**config.mk**
```make
export PLATFORM = sky130hd
export DESIGN_NAME = luhn_check_digit_tx
export DESIGN_NICKNAME = d
export VERILOG_FILES = /design/src/rtl/luhn_pkg.sv /design/src/rtl/luhn_digit_acc.sv /design/src/rtl/luhn_check_digit_tx.sv
export SDC_FILE = /design/constraint.sdc
export NUM_CORES = 1
export LEC_CHECK = 0
export CORE_ASPECT_RATIO = 1.2
export CORE_MARGIN = 10
export CORE_UTILIZATION = 60
export CTS_BUF_LIST = sky130_fd_sc_hd__clkbuf_2 sky130_fd_sc_hd__clkbuf_4 sky130_fd_sc_hd__clkbuf_8
export CTS_CLUSTER_DIAMETER = 150
export DETAILED_ROUTE_END_ITERATION = 10
export GPL_ROUTABILITY_DRIVEN = 1
export HOLD_SLACK_MARGIN = 0.08
export PLACE_DENSITY = 0.78
export SLEW_MARGIN = 10
export SYNTH_ARGS = -nofsm -noshare
export SYNTH_HDL_FRONTEND = slang
export SYNTH_HIERARCHICAL = 1
export SYNTH_SLANG_ARGS = --single-unit
```
**constraint.sdc**
```tcl
create_clock -name clk -period 8.96 [get_ports clk]
set_input_delay 1.792 -clock clk [delete_from_list [all_inputs] [get_ports clk]]
set_output_delay 1.792 -clock clk [all_outputs]
set_load 0.03 [all_outputs]
```
**src/rtl/luhn_pkg.sv**
```systemverilog
// -----------------------------------------------------------------------------
// luhn_pkg
// Shared Luhn helpers used by the check-digit transmitter and the validator.
//   bcd_t        : one BCD digit (4 bits)
//   DIGIT_MAX    : largest legal BCD digit value
//   luhn_double  : Luhn "doubling" of a digit (2d, minus 9 when 2d exceeds 9)
//   mod10_add    : modulo-10 sum of two digits that are each 0..9
// -----------------------------------------------------------------------------
package luhn_pkg;

  typedef logic [3:0] bcd_t;

  localparam bcd_t DIGIT_MAX = 4'd9;

  // Doubling folds two-digit products back into one digit (digit sum of 2d).
  function automatic bcd_t luhn_double(input bcd_t d);
    logic [4:0] twice;
    logic [4:0] folded;
    twice  = {d, 1'b0};
    folded = twice - 5'd9;
    if (d < 4'd5) begin
      return twice[3:0];
    end
    return folded[3:0];
  endfunction

  // Both operands are at most 9, so a single conditional subtract suffices.
  function automatic bcd_t mod10_add(input bcd_t a, input bcd_t b);
    logic [4:0] sum;
    sum = {1'b0, a} + {1'b0, b};
    if (sum >= 5'd10) begin
      sum = sum - 5'd10;
    end
    return sum[3:0];
  endfunction

endpackage

```
**src/rtl/luhn_digit_acc.sv**
```systemverilog
// -----------------------------------------------------------------------------
// luhn_digit_acc
// Modulo-10 running Luhn sum. Each enabled cycle adds the incoming digit,
// doubled first when double_en is set. The sum never leaves 0..9.
// Ports:
//   clk        in   clock, rising edge
//   rst        in   asynchronous reset, active low
//   digit      in   BCD digit to add (must be 0..9 when en is high)
//   double_en  in   apply Luhn doubling to this digit
//   clr        in   synchronous clear, wins over en
//   en         in   add digit this cycle
//   acc        out  running sum modulo 10
// -----------------------------------------------------------------------------
module luhn_digit_acc
  import luhn_pkg::*;
(
  input  logic clk,
  input  logic rst,
  input  bcd_t digit,
  input  logic double_en,
  input  logic clr,
  input  logic en,
  output bcd_t acc
);

  bcd_t term;

  always_comb begin
    term = double_en ? luhn_double(digit) : digit;
  end

  always_ff @(posedge clk or negedge rst) begin
    if (!rst) begin
      acc <= '0;
    end else if (clr) begin
      acc <= '0;
    end else if (en) begin
      acc <= mod10_add(acc, term);
    end
  end

endmodule

```
**src/rtl/luhn_check_digit_tx.sv**
```systemverilog
// -----------------------------------------------------------------------------
// luhn_check_digit_tx
// Collects NUM_DIGITS-1 payload digits (BCD, most significant first), computes
// the Luhn check digit and re-emits the full number: payload digits in arrival
// order followed by the check digit, flagged with out_last.
// Ports:
//   clk          in   clock, rising edge
//   rst          in   asynchronous reset, active low
//   in_digit     in   payload digit (BCD 0..9)
//   in_valid     in   in_digit valid
//   in_ready     out  a digit is accepted this cycle when in_valid is high
//   serial_out   out  outgoing digit
//   out_valid    out  serial_out valid
//   out_ready    in   downstream takes serial_out this cycle
//   out_last     out  serial_out carries the check digit
//   check_digit  out  last computed check digit, held until the next frame's
//                     calculation
//   err          out  one-cycle pulse after a non-BCD digit aborted the frame
// Flow: COLLECT (accept payload) -> CALC (one cycle) -> SEND (emit frame).
// -----------------------------------------------------------------------------
module luhn_check_digit_tx
  import luhn_pkg::*;
#(
  parameter int NUM_DIGITS = 16
)
(
  input  logic       clk,
  input  logic       rst,
  input  logic [3:0] in_digit,
  input  logic       in_valid,
  output logic       in_ready,
  output logic [3:0] serial_out,
  output logic       out_valid,
  input  logic       out_ready,
  output logic       out_last,
  output logic [3:0] check_digit,
  output logic       err
);

  localparam int PAYLOAD = NUM_DIGITS - 1;
  localparam int CNT_W   = $clog2(NUM_DIGITS) + 1;

  localparam logic [CNT_W-1:0] CNT_ONE     = CNT_W'(1);
  localparam logic [CNT_W-1:0] LAST_IDX    = CNT_W'(PAYLOAD - 1);
  localparam logic [CNT_W-1:0] PAYLOAD_CNT = CNT_W'(PAYLOAD);

  // The rightmost payload digit is always doubled, so the doubled positions
  // are the indices sharing the parity of PAYLOAD-1.
  localparam logic LAST_PARITY = 1'(PAYLOAD - 1);

  typedef enum logic [1:0] {
    ST_COLLECT,
    ST_CALC,
    ST_SEND
  } state_t;

  // Oldest digit ends up in the top slot once the payload is complete.
  typedef logic [PAYLOAD-1:0][3:0] pbuf_t;

  state_t           state;
  logic [CNT_W-1:0] cnt;
  pbuf_t            buf_q;
  bcd_t             acc;

  logic accept;
  logic digit_bad;
  logic double_en;
  logic acc_en;
  logic acc_clr;

  function automatic pbuf_t shift_in(input pbuf_t b, input bcd_t d);
    pbuf_t r;
    r = b;
    for (int i = PAYLOAD - 1; i > 0; i--) begin
      r[i] = b[i-1];
    end
    r[0] = d;
    return r;
  endfunction

  function automatic bcd_t check_from_sum(input bcd_t sum);
    if (sum == 4'd0) begin
      return 4'd0;
    end
    return 4'd10 - sum;
  endfunction

  // in_ready is high only in COLLECT, so it doubles as the state qualifier.
  always_comb begin
    accept    = in_valid && in_ready;
    digit_bad = (in_digit > DIGIT_MAX);
    double_en = (cnt[0] == LAST_PARITY);
    acc_en    = accept && !digit_bad;
    // The sum is consumed in CALC and can be cleared on the same edge.
    acc_clr   = (accept && digit_bad) || (state == ST_CALC);
  end

  luhn_digit_acc u_acc (
    .clk       (clk),
    .rst       (rst),
    .digit     (in_digit),
    .double_en (double_en),
    .clr       (acc_clr),
    .en        (acc_en),
    .acc       (acc)
  );

  // cnt counts accepted payload digits in COLLECT and digits already loaded
  // into serial_out in SEND.
  always_ff @(posedge clk or negedge rst) begin
    if (!rst) begin
      state       <= ST_COLLECT;
      cnt         <= '0;
      buf_q       <= '0;
      check_digit <= '0;
      in_ready    <= 1'b1;
      out_valid   <= 1'b0;
      out_last    <= 1'b0;
      serial_out  <= '0;
      err         <= 1'b0;
    end else begin
      err <= 1'b0;
      case (state)
        ST_COLLECT: begin
          if (accept) begin
            if (digit_bad) begin
              err <= 1'b1;
              cnt <= '0;
            end else begin
              buf_q <= shift_in(buf_q, in_digit);
              if (cnt == LAST_IDX) begin
                cnt      <= '0;
                in_ready <= 1'b0;
                state    <= ST_CALC;
              end else begin
                cnt <= cnt + CNT_ONE;
              end
            end
          end
        end

        ST_CALC: begin
          check_digit <= check_from_sum(acc);
          serial_out  <= buf_q[PAYLOAD-1];
          buf_q       <= shift_in(buf_q, 4'd0);
          out_valid   <= 1'b1;
          out_last    <= 1'b0;
          cnt         <= CNT_ONE;
          state       <= ST_SEND;
        end

        ST_SEND: begin
          // out_valid is always high here; holding when out_ready is low
          // keeps serial_out/out_last stable during a stall.
          if (out_ready) begin
            if (out_last) begin
              out_valid  <= 1'b0;
              out_last   <= 1'b0;
              serial_out <= '0;
              cnt        <= '0;
              in_ready   <= 1'b1;
              state      <= ST_COLLECT;
            end else if (cnt == PAYLOAD_CNT) begin
              serial_out <= check_digit;
              out_last   <= 1'b1;
            end else begin
              serial_out <= buf_q[PAYLOAD-1];
              buf_q      <= shift_in(buf_q, 4'd0);
              cnt        <= cnt + CNT_ONE;
            end
          end
        end

        default: begin
          state    <= ST_COLLECT;
          in_ready <= 1'b1;
        end
      endcase
    end
  end

endmodule

```
; After elaboration in Yosys (flattened, before gate mapping)
; Cells that the tools add are included.
; Widths: inputs -> output; s select.
[op_classes]
n_reduce_logical = 16
bitwise = 1
mux = 50
magnitude_cmp = 3
addsub = 5
eq_ne = 12
[ops]
columns = op, count
row1 = $mux 60, 5
row2 = $pmux 60 s3, 1
row3 = $mux 4, 11
row4 = $mux 5, 6
row5 = $mux 1, 16
row6 = $pmux 5 s3, 1
row7 = $ne 2x2->1 const B, 7
row8 = $reduce_and 6->1, 2
row9 = $eq 5x4->1 const B, 2
row10 = $mux 2, 5
row11 = $pmux 4 s2, 1
row12 = $sub 4x4->4 const B, 2
row13 = $pmux 2 s3, 1
row14 = $add 4x4->5, 1
row15 = $add 5x1->5 const B, 1
row16 = $ge 5x4->1 const B, 1
row17 = $reduce_and 5->1, 1
row18 = $gt 4x4->1 const B, 1
row19 = $logic_not 4->1, 1
row20 = $lt 4x3->1 const B, 1
row21 = $pmux 1 s2, 2
row22 = $reduce_and 4->1, 1
row23 = $reduce_bool 2->1, 2
row24 = $sub 4x4->4 const A, 1
row25 = 12 further kinds, 14
[word_totals]
in_bits = 8
out_inout_bits = 12
reg_bits = 83

; Logic depth before layout (Yosys ltp)
; Gate-level depths: netlist of run 1.
[logic_depth]
depth_word = 9
depth_mapped = 15
ltp_nobuf = 15

; Hierarchy
; Netlist of run 1, hierarchy kept.
[modules_own_cells]
columns = mod, area_each_um2, cells_per_inst, n_inst
row1 = luhn_check_digit_tx, 3656.0, 254, 1
row2 = luhn_digit_acc, 510.5, 66, 1

; Least setup slack after synthesis of run 1
; No wires, ideal clock.
[synth_path]
kind = input to register
from = in in_digit[1]
to = reg u_acc.acc[1]
cell_stages = 15
required_ps = 8861
arrival_time_ps = 4322
path_buffers = 0
setup_slack_ps = 4538
setup_ps = 99
cell_sequence = inv_1 > ha_1 > inv_1 > a21oi_1 > xnor2_1 > nand2_1 > o21ai_0 > fa_1 > xor2_1 > inv_1 > ha_1 > o21ai_1 > a211oi_2 > or3_1 > a311oi_1
[synth_between]
elab_chain_cells = 9
[synth_lines]
columns = element, line
row1 = from (decl), luhn_check_digit_tx.sv:29  ; input logic [3:0] in_digit,
row2 = $lt 4x3->1, luhn_pkg.sv:21  ; if (d < 4'd5) begin
row3 = $mux 1, luhn_pkg.sv:21
row4 = $mux 4, luhn_pkg.sv:24  ; return folded[3:0];
row5 = $mux 4, luhn_digit_acc.sv:29  ; term = double_en ? luhn_double(digit) : digit;
row6 = $add 4x4->5, luhn_pkg.sv:30  ; sum = {1'b0, a} + {1'b0, b};
row7 = $sub 4x4->4 / $ge 5x4->1 (equally long branches), "luhn_pkg.sv:32, luhn_pkg.sv:31"
row8 = $mux 4, luhn_pkg.sv:31  ; if (sum >= 5'd10) begin
row9 = $mux 4, luhn_digit_acc.sv:37  ; end else if (en) begin
row10 = $mux 4, luhn_digit_acc.sv:35  ; end else if (clr) begin
row11 = to (signal assigned), luhn_digit_acc.sv:38  ; acc <= mod10_add(acc, term);
row12 = to (decl), luhn_digit_acc.sv:23  ; output bcd_t acc
; Parallel ways exist; a longest one is shown, timed or not. The select of a mux whose other input is x is not followed.
; A chain may end at the register's enable or synchronous reset.

; Final worst setup path of run 1
; Same ends and word-level chain as after synthesis.

==> reports/qor.yml, run 1 <==
pwr:
  power.leakage_nw: 2.36
  pwr-share-seq: 0.524
  vdd_drop_max_v: 0.000107
  sw_frac_of_total: 0.211
  power.density_mw_per_mm2: 155
  intPower_mw: 0.565
  clkPwrFrac: 0.433
  p_sw_mw: 0.151
  p_comb_frac: 0.043
detailed_routing:
  viasPerCell: 5.68
  drt-total-wl_um: 6890
  vias: 2455
  wire_per_inst_um: 16.0
  drc: 0
  detail-route-antenna-nets: 0
  drt_pass1_iterations: 4
  drt_iter0_markers: 92
synth:
  synth.most_common_cell: "dfrtp_1"
  synth_seq_cells: 83
  synth.distinct_cells: 50
  synthTopCellsByCount: "dfrtp_1, mux2_4, nand2_1"
  yosysSeqAreaShare: 0.499
  synthCells: 320
  synth_area_per_cell_sq_um: 13.0
  synth-async-reset-ratio: 1.00
  netlist_area_sq_mm: 0.00417
  yosys-top-cells-area: "dfrtp_1, mux2_4, ha_1, buf_6, nand2_1"
  yosys_warnings: 6
  yosysTopAreaCell: "dfrtp_1"
  synth-main-ff-cell: "dfrtp_1"
  synth.net_count: 344
  synth-edff-count: 0
  synth_top_area_share: 0.492
setup_path:
  path_class: "input port to flip-flop"
  path_buf_inv: 4
  crit_chain: "clkdlybuf4s50_1, inv_1, ha_1, inv_1, a21oi_1, xnor2_1, nand2_1, o21ai_0, fa_1, xor2_1, inv_1, ha_1, o21ai_1, a211oi_2, or3_1, a311oi_1"
  cpPeakStageDelay_ns: 0.48
  cp_common_cell: "inv_1"
  cp_slowest_cell: "clkdlybuf4s50_1"
  startpoint_type: "input port"
  critPathCaptureType: "flip-flop"
  path_max_fanout: 6
  required_ns: 9.21
  critPathArrivalTime_ns: 5.14
  crit_family: "adder cells"
placement:
  dp_cells: 416
  dpl.hpwl_um: 4670
  portBuffers: 19
  globalplace.congestion: 0.869
clock_network:
  cts_buffers: 9
  clk_pin_slew_ns: 0.08
  cts_tree: "done"
  cts.sinks: 83
  root_buffer: "clkbuf_8"
  cts_resized: 0
  postCtsSetupBuffers: 0
  clk_latency_ns: 0.36
  cts-hold-fix-buffers: 0
  clock_path_buffers: 2
  cts_max_level: 3
cells_and_area:
  regArea_sq_mm: 0.00208
  fill_cells: 513
  layout-drive-gt1-share: 0.264
  fin_cells: 432
  final_nets: 364
  multi_input_area_sq_mm: 0.00195
  synthToLayoutAreaGrowth_pct: 10.7
  antenna_cells: 0
  finish.utilization: 0.677
global_routing:
  grt_pass1_vias: 2433
  grt_pass1_wl_um: 11700
  grt_overflow: 0
  grt_max_degree: 84
  antenna_found_initial: 0
  grt_usage: 0.138
floorplanning:
  die_y_um: 111
  die_x_um: 96.1
  io_pins: 20
  die_area_sq_mm: 0.0107
  rows: 33
  coreArea_sq_mm: 0.00681
  initial_core_util: 0.612
run:
  cap_violations: 0
timing:
  hold_viol_final: 0
  relSlewSlack: 0.291
  max_slew.worst_pin.slew_ns: 1.06
  setup_viol: 0
  fin_crit_sh: 0.546
  whs_ns: 0.485
  max_freq_mhz: 204
  skew_ns: 0.0103
  period_needed_ns: 4.90
  rsz0062_at_grt: "no"
  drv_slew: 0
  finalSetupTns_ns: 0
outcome:
  status: "finished clean"
min_path:
  hp-class: "flip-flop to flip-flop"
==> kinds of logic after synthesis <==
| kind of cell | count (synthesis) | share of synthesized area |
|---|---|---|
| DFF | 83 | 0.499 |
| and+or+nand+nor | 71 | 0.0880 |
| muxes | 66 | 0.232 |
| AOI/OAI and AO/OA | 57 | 0.0892 |
| buffers and inverters | 24 | 0.0360 |
| adders and majority gates | 16 | 0.0499 |
| xor gates and xnor gates | 3 | 0.00631 |
==> layer usage <==
metal  share of wire  track usage
met2            0.47        0.196
met3           0.030       0.0373
met5               0            0
met4           0.036       0.0808
met1            0.46        0.182
==> path summary, 6_finish.rpt <==
| check | start | end | slack [ns] | depth (start not counted) |
|---|---|---|---|---|
| setup / recovery | in_digit[1] | u_acc/acc[1]$_DFFE_PN0P_ | 4.06 | 16 |
| hold / removal | serial_out[0]$_DFFE_PN0P_ | serial_out[0]$_DFFE_PN0P_ | 0.48 | 2 |
| setup reg to reg | cnt[0]$_DFFE_PN0P_ | u_acc/acc[1]$_DFFE_PN0P_ | 5.92 | 12 |
| hold reg to reg | serial_out[0]$_DFFE_PN0P_ | serial_out[0]$_DFFE_PN0P_ | 0.48 | 2 |
| max in group asynchronous | rst | u_acc/acc[1]$_DFFE_PN0P_ | 6.71 | 1 |
| min in group asynchronous | rst | buf_q[50]$_DFFE_PN0P_ | 1.60 | 1 |
==> power groups by stage <==
| stage | Sequential [mW] | Combinational (mW) | Clock [mW] |
|---|---|---|---|
| 6_report | 0.375 | 0.0309 | 0.310 |
| 5_1_grt | 0.375 | 0.0358 | 0.330 |
| 4_1_cts | 0.375 | 0.0316 | 0.314 |
| 3_5_place_dp | 0.382 | 0.0315 | 0 |
| 3_3_place_gp | 0.382 | 0.0305 | 0 |
| 2_1_floorplan | 0.382 | 0.0163 | 0 |
==> through the flow <==
step	power (mW)	instance area [sq um]	worst slack (ns)
floorplan	0.399	4170	4.54
global placement	0.413	4380	3.91
detailed placement	0.414	4380	3.74
CTS	0.721	4610	4.11
global route	0.741	4610	3.77
finish	0.716	4610	4.06
==> cells in the final DEF (no fill, tap or decap), drive strengths merged, types with 2 or more instances in the layout <==
cell type / synthesis / final
xor2: 2 / 2
nand2b: 7 / 7
bufinv: 0 / 2
a21oi: 17 / 17
o31ai: 2 / 2
buf: 8 / 2
o22ai: 2 / 2
o311ai: 2 / 2
nor2: 13 / 13
nand3: 8 / 8
nor3: 4 / 4
clkbuf: 3 / 13
o21a: 2 / 2
clkdlybuf4s50: 0 / 18
mux2i: 2 / 2
o22a: 2 / 2
inv: 13 / 14
nor2b: 6 / 6
ha: 15 / 15
o21ai: 17 / 17
a211oi: 5 / 5
mux2: 64 / 64
nand2: 24 / 24
dfrtp: 82 / 82
==> worst min-delay path: stages (launching register included) <==
cell	delay (ns)
dfrtp_1	0.35
nand2_1	0.04
o21ai_0	0.06
==> final cells by class <==
class | instances | share of cell area
clock inverters | 3 | 0.0149
clock buffers | 13 | 0.0361
inverters | 13 | 0.0106
repair buffers | 20 | 0.0423
well taps | 87 | 0.0236
multi-input cells | 213 | 0.422
flip-flops and latches | 83 | 0.451
==> registers in the layout (all words and copies together) (netlist names) <==
register / flops
u_acc/acc: 4
buf_q: 60
err: 1
cnt: 5
serial_out: 4
in_ready: 1
out_last: 1
state: 2
out_valid: 1
check_digit: 4
Power figures use the tool's default switching activity.
==> run 2: changes to the inputs <==
- clock period: 8.96 -> 4.7 ns (I/O delays scaled with it)
==> run 2 against run 1 <==
  * Core utilization shrank 0.70 points
  * Count of clock-buffer cells in the layout decreased by 3
  * Hold slack better by 0.016 ns
  * Register-to-register slack got worse by 4.2 ns
  * Global-route usage up 0.61 points
  * Combinational power is 92% higher
  * Design area down 1.0%
  * Critical path depth unchanged
  * Final cell count rose by 0.23%
  * Sequential share of layout area increased by 0.47 points
  * Via count decreased by 1.7%
  * Largest cell class unchanged
==> reports/qor.yml, run 2 (synthesized netlist as in run 1, its figures left out) <==
outcome:
  status: "finished clean"
timing:
  whs_ns: 0.500
  setup_viol: 0
  finalSetupTns_ns: 0
  fin_crit_sh: 0.856
  max_slew.worst_pin.slew_ns: 1.01
  rsz0062_at_grt: "no"
  max_freq_mhz: 249
  drv_slew: 0
  worst_slack_ns: 0.678
  relSlewSlack: 0.328
  skew_ns: 0.00558
  hold_viol_final: 0
  period_needed_ns: 4.02
floorplanning:
  rows: 33
  io_pins: 20
  die_x_um: 96.1
  initial_core_util: 0.612
  coreArea_sq_mm: 0.00681
  die_area_sq_mm: 0.0107
  die_y_um: 111
cells_and_area:
  layout-drive-gt1-share: 0.266
  finish.utilization: 0.670
  fill_cells: 512
  antenna_cells: 0
  largest-register: "buf_q"
  fin_cells: 433
  final_common_cell: "dfrtp_1"
  synthToLayoutAreaGrowth_pct: 9.55
  final_area_sq_mm: 0.00456
  largest_reg_flops: 60
  final_nets: 365
  regArea_sq_mm: 0.00208
  multi_input_area_sq_mm: 0.00195
  mostFrequentLayoutCells: "dfrtp_1, mux2_4, nand2_1, clkdlybuf4s50_1, a21oi_1"
  reg_top3: "buf_q x60, cnt x5"
clock_network:
  cts_buffers: 9
  clk_latency_ns: 0.36
  clock_path_buffers: 2
  cts_max_level: 3
  cts_tree: "done"
  clk_pin_slew_ns: 0.08
  cts-hold-fix-buffers: 0
  root_buffer: "clkbuf_8"
  cts_resized: 0
  postCtsSetupBuffers: 0
  cts.sinks: 83
detailed_routing:
  drt_iter0_markers: 94
  detail-route-antenna-nets: 0
  wire_per_inst_um: 16.0
  viasPerCell: 5.58
  drt-total-wl_um: 6940
  drc: 0
  vias: 2414
  drt_pass1_iterations: 4
setup_path:
  crit_family: "adder cells"
  critPathCaptureType: "flip-flop"
  crit_chain: "clkdlybuf4s50_1, inv_1, ha_1, inv_1, a21oi_1, xnor2_1, nand2_1, o21ai_0, fa_1, xor2_1, inv_1, ha_1, o21ai_1, a211oi_2, or3_1, a311oi_1"
  path_max_fanout: 6
  startpoint_type: "input port"
  reg2reg_from: "cnt[0]$_DFFE_PN0P_"
  cp_slowest_cell: "clkdlybuf4s50_1"
  r2r_slack_ns: 1.68
  path_buf_inv: 4
  cp_common_cell: "inv_1"
  path_class: "input port to flip-flop"
  cpPeakStageDelay_ns: 0.48
  required_ns: 4.96
  r2r_end: "buf_q[16]$_DFFE_PN0P_"
  ff2ff_path_depth: 7
  critPathArrivalTime_ns: 4.28
global_routing:
  grt_max_degree: 84
  grt_pass1_wl_um: 12100
  antenna_found_initial: 0
  grt_usage: 0.144
  grt_pass1_vias: 2494
  grt_overflow: 0
min_path:
  hp-start: "in_ready$_DFFE_PN1P_"
  whs_endpoint: "in_ready$_DFFE_PN1P_"
  hp-class: "flip-flop to flip-flop"
  holdPathStages: 2
pwr:
  finalPower_mw: 1.24
  power.density_mw_per_mm2: 272
  power.leakage_nw: 2.33
  vdd_drop_max_v: 0.000207
placement:
  dpl.hpwl_um: 4830
  globalplace.congestion: 0.869
  portBuffers: 19
  dpl_cell_area_sq_mm: 0.00438
  post-place-ws_ns: 0.322
  dp_cells: 417
run:
  cap_violations: 0
run 2: cell count changes in the layout (fill, tap and decap cells not counted), sizes merged:
cell | previous run | this run
clkinvlp | 0 | 3
bufinv | 2 | 0
buf | 2 | 3
inv | 14 | 15
clkbuf | 13 | 10
clkinv | 0 | 1
run 2: area by class of cell:
cell class | count | area share
flip-flops and latches | 83 | 0.455
multi-input cells | 213 | 0.426
repair buffers | 21 | 0.0444
clock buffers | 10 | 0.0288
well taps | 87 | 0.0238
clock inverters | 6 | 0.0107
inverters | 13 | 0.0107
run 2: how the worst max path moves through the flow:
| stage | start | to | slack [ns] | cells after the start |
|---|---|---|---|---|
| final | in_digit[1] | u_acc/acc[1]$_DFFE_PN0P_ | 0.68 | 16 |
| after global routing | in_digit[0] | u_acc/acc[1]$_DFFE_PN0P_ | 0.44 | 16 |
| after CTS | in_digit[1] | u_acc/acc[1]$_DFFE_PN0P_ | 0.69 | 16 |
| after detailed placement | in_digit[1] | u_acc/acc[1]$_DFFE_PN0P_ | 0.32 | 16 |
| after global placement | in_digit[1] | u_acc/acc[1]$_DFFE_PN0P_ | 0.50 | 16 |
| after floorplan | in_digit[1] | u_acc/acc[1]$_DFFE_PN0P_ | 1.13 | 15 |
run 2: power by group:
| part | total (mW) | leakage, nW | switching, mW | internal (mW) |
|---|---|---|---|---|
| Clock | 0.467 | 0.0829 | 0.265 | 0.202 |
| Sequential | 0.715 | 1.13 | 0.000801 | 0.714 |
| Combinational | 0.0592 | 1.12 | 0.0390 | 0.0202 |
| Total | 1.24 | 2.33 | 0.305 | 0.936 |
run 2: per-layer routing:
metal / GRT usage / wire length [um]
met1: 0.189 / 3200
met2: 0.206 / 3300
met3: 0.0407 / 223
met4: 0.0788 / 218
met5: 0 / 0
run 2: worst register-to-register path, stage by stage, from the launching register on:
cell and delay, ns:
dfrtp_1 0.44, ha_1 0.24, and3_1 0.19, ha_1 0.25, o21ai_0 0.41, nand3_4 0.59, buf_4 0.48, mux2_4 0.33
==> run 3: changes to the inputs <==
- CORE_UTILIZATION: 60 -> 40
- CTS_BUF_LIST: sky130_fd_sc_hd__clkbuf_2 sky130_fd_sc_hd__clkbuf_4 sky130_fd_sc_hd__clkbuf_8 -> unset
- PLACE_DENSITY: 0.78 -> 0.54
==> run 3 against run 2 <==
  * Global-route usage down 4.4 points
  * Hold slack worse by 0.010 ns
  * Design area rose by 3.5%
  * Core utilization is 20 points lower
  * Combinational power about the same
  * Clock skew hardly changed
  * Final cell count is 8.8% higher
  * Total power increased by 17%
  * Critical path depth did not move
  * Sequential power hardly changed
  * Sequential share of layout area fell by 1.6 points
  * First-iteration DRC count rose by 21%
  * Critical endpoint unchanged
  * Largest cell class unchanged
==> reports/qor.yml, run 3 (synthesized netlist as in run 1, its figures left out) <==
cells_and_area:
  antenna_cells: 0
  largest-register: "buf_q"
  fin_cells: 471
  layout-drive-gt1-share: 0.264
  largest_reg_flops: 60
  synthToLayoutAreaGrowth_pct: 13.4
  reg_top3: "buf_q x60, cnt x5"
  mostFrequentLayoutCells: "dfrtp_1, mux2_4, nand2_1, clkdlybuf4s50_1, a21oi_1"
  final_common_cell: "dfrtp_1"
  final_nets: 364
  final_area_sq_mm: 0.00473
  finish.utilization: 0.467
pwr:
  vdd_drop_max_v: 0.000144
  power.density_mw_per_mm2: 306
  power.leakage_nw: 2.38
timing:
  setup_viol: 0
  hold_viol_final: 0
  finalSetupTns_ns: 0
  relSlewSlack: 0.326
  rsz0062_at_grt: "no"
  period_needed_ns: 4.02
  max_freq_mhz: 249
  drv_slew: 0
  skew_ns: 0.00551
  fin_crit_sh: 0.855
  max_slew.worst_pin.slew_ns: 1.01
clock_network:
  root_buffer: "clkbuf_16"
  cts_resized: 0
  clk_pin_slew_ns: 0.06
  clk_latency_ns: 0.34
  cts_max_level: 3
  clock_path_buffers: 2
  cts-hold-fix-buffers: 0
  cts.sinks: 83
  postCtsSetupBuffers: 0
  cts_buffers: 9
  cts_tree: "done"
floorplanning:
  initial_core_util: 0.412
  rows: 40
  die_y_um: 132
  die_area_sq_mm: 0.0149
  die_x_um: 113
  coreArea_sq_mm: 0.0101
  io_pins: 20
detailed_routing:
  drt_iter0_markers: 114
  viasPerCell: 5.07
  wire_per_inst_um: 15.0
  drt_pass1_iterations: 4
  vias: 2389
  drc: 0
  detail-route-antenna-nets: 0
  drt-total-wl_um: 7080
global_routing:
  grt_usage: 0.100
  grt_overflow: 0
  grt_pass1_vias: 2460
  grt_max_degree: 84
  antenna_found_initial: 0
  grt_pass1_wl_um: 12300
placement:
  portBuffers: 19
  dp_cells: 455
  dpl.hpwl_um: 4730
  dpl_cell_area_sq_mm: 0.00444
  globalplace.congestion: 0.766
setup_path:
  path_max_fanout: 6
  critPathArrivalTime_ns: 4.27
  path_class: "input port to flip-flop"
  cp_common_cell: "inv_1"
  crit_chain: "clkdlybuf4s50_1, inv_1, ha_1, inv_1, a21oi_1, xnor2_1, nand2_1, o21ai_0, fa_1, xor2_1, inv_1, ha_1, o21ai_1, a211oi_2, or3_1, a311oi_1"
  critPathCaptureType: "flip-flop"
  startpoint_type: "input port"
  cp_slowest_cell: "clkdlybuf4s50_1"
  required_ns: 4.95
  cpPeakStageDelay_ns: 0.47
outcome:
  status: "finished clean"
min_path:
  hp-class: "flip-flop to flip-flop"
run:
  cap_violations: 0
-- run 3: cell count changes in the layout (fill, tap and decap cells not counted), sizes merged --
cell	previous run	this run
buf	3	2
-- run 3: stage by stage --
step / total power [mW] / setup WS (ns) / hold slack, ns
after global routing: 1.51 / 0.347 / 0.520
after CTS: 1.47 / 0.694 / 0.490
final: 1.45 / 0.679 / 0.490
after global placement: 0.789 / 0.469 / 0.468
after floorplan: 0.760 / 1.13 / 0.465
after detailed placement: 0.790 / 0.314 / 0.475
-- run 3: area by class of cell --
cell class / count / area [sq um]
sequential: 83 / 2080
clock inverter: 6 / 48.8
inverter: 13 / 48.8
tap: 126 / 158
multi-input combinational: 213 / 1950
clock buffer: 10 / 239
timing repair buffer: 20 / 208
fill: 933 / 5380
-- run 3: critical path, delay by kind of cell --
kind            cells  cell delay [ns]
simple gates        2             0.41
fa+ha+maj           3             0.93
buf+inv             4             0.72
compound gates      5             0.89
xor+xnor            2             0.35
-- run 3: power breakdown --
part,switching [mW],leakage [nW],internal (mW)
logic,0.0395,1.12,0.0200
clock network,0.294,0.132,0.377
registers,0.000805,1.13,0.715
-- run 3: final timing paths --
path	from	to	slack (ns)	cells after the start
setup / recovery	in_digit[1]	u_acc/acc[1]$_DFFE_PN0P_	0.68	16
hold / removal	serial_out[2]$_DFFE_PN0P_	serial_out[2]$_DFFE_PN0P_	0.49	2
setup reg to reg	cnt[0]$_DFFE_PN0P_	u_acc/acc[1]$_DFFE_PN0P_	1.68	12
hold reg to reg	serial_out[2]$_DFFE_PN0P_	serial_out[2]$_DFFE_PN0P_	0.49	2
max in group asynchronous	rst	buf_q[38]$_DFFE_PN0P_	3.28	1
min in group asynchronous	rst	buf_q[51]$_DFFE_PN0P_	0.78	1
-- run 3: per-layer routing --
layer	routed length, um	part of all wire	vias to the layer above	GRT usage
li1	-	-	1176	-
met1	3440	0.49	1177	0.132
met2	3320	0.47	21	0.145
met3	166	0.023	15	0.0278
met4	149	0.021	0	0.0530
met5	0	0	-	0
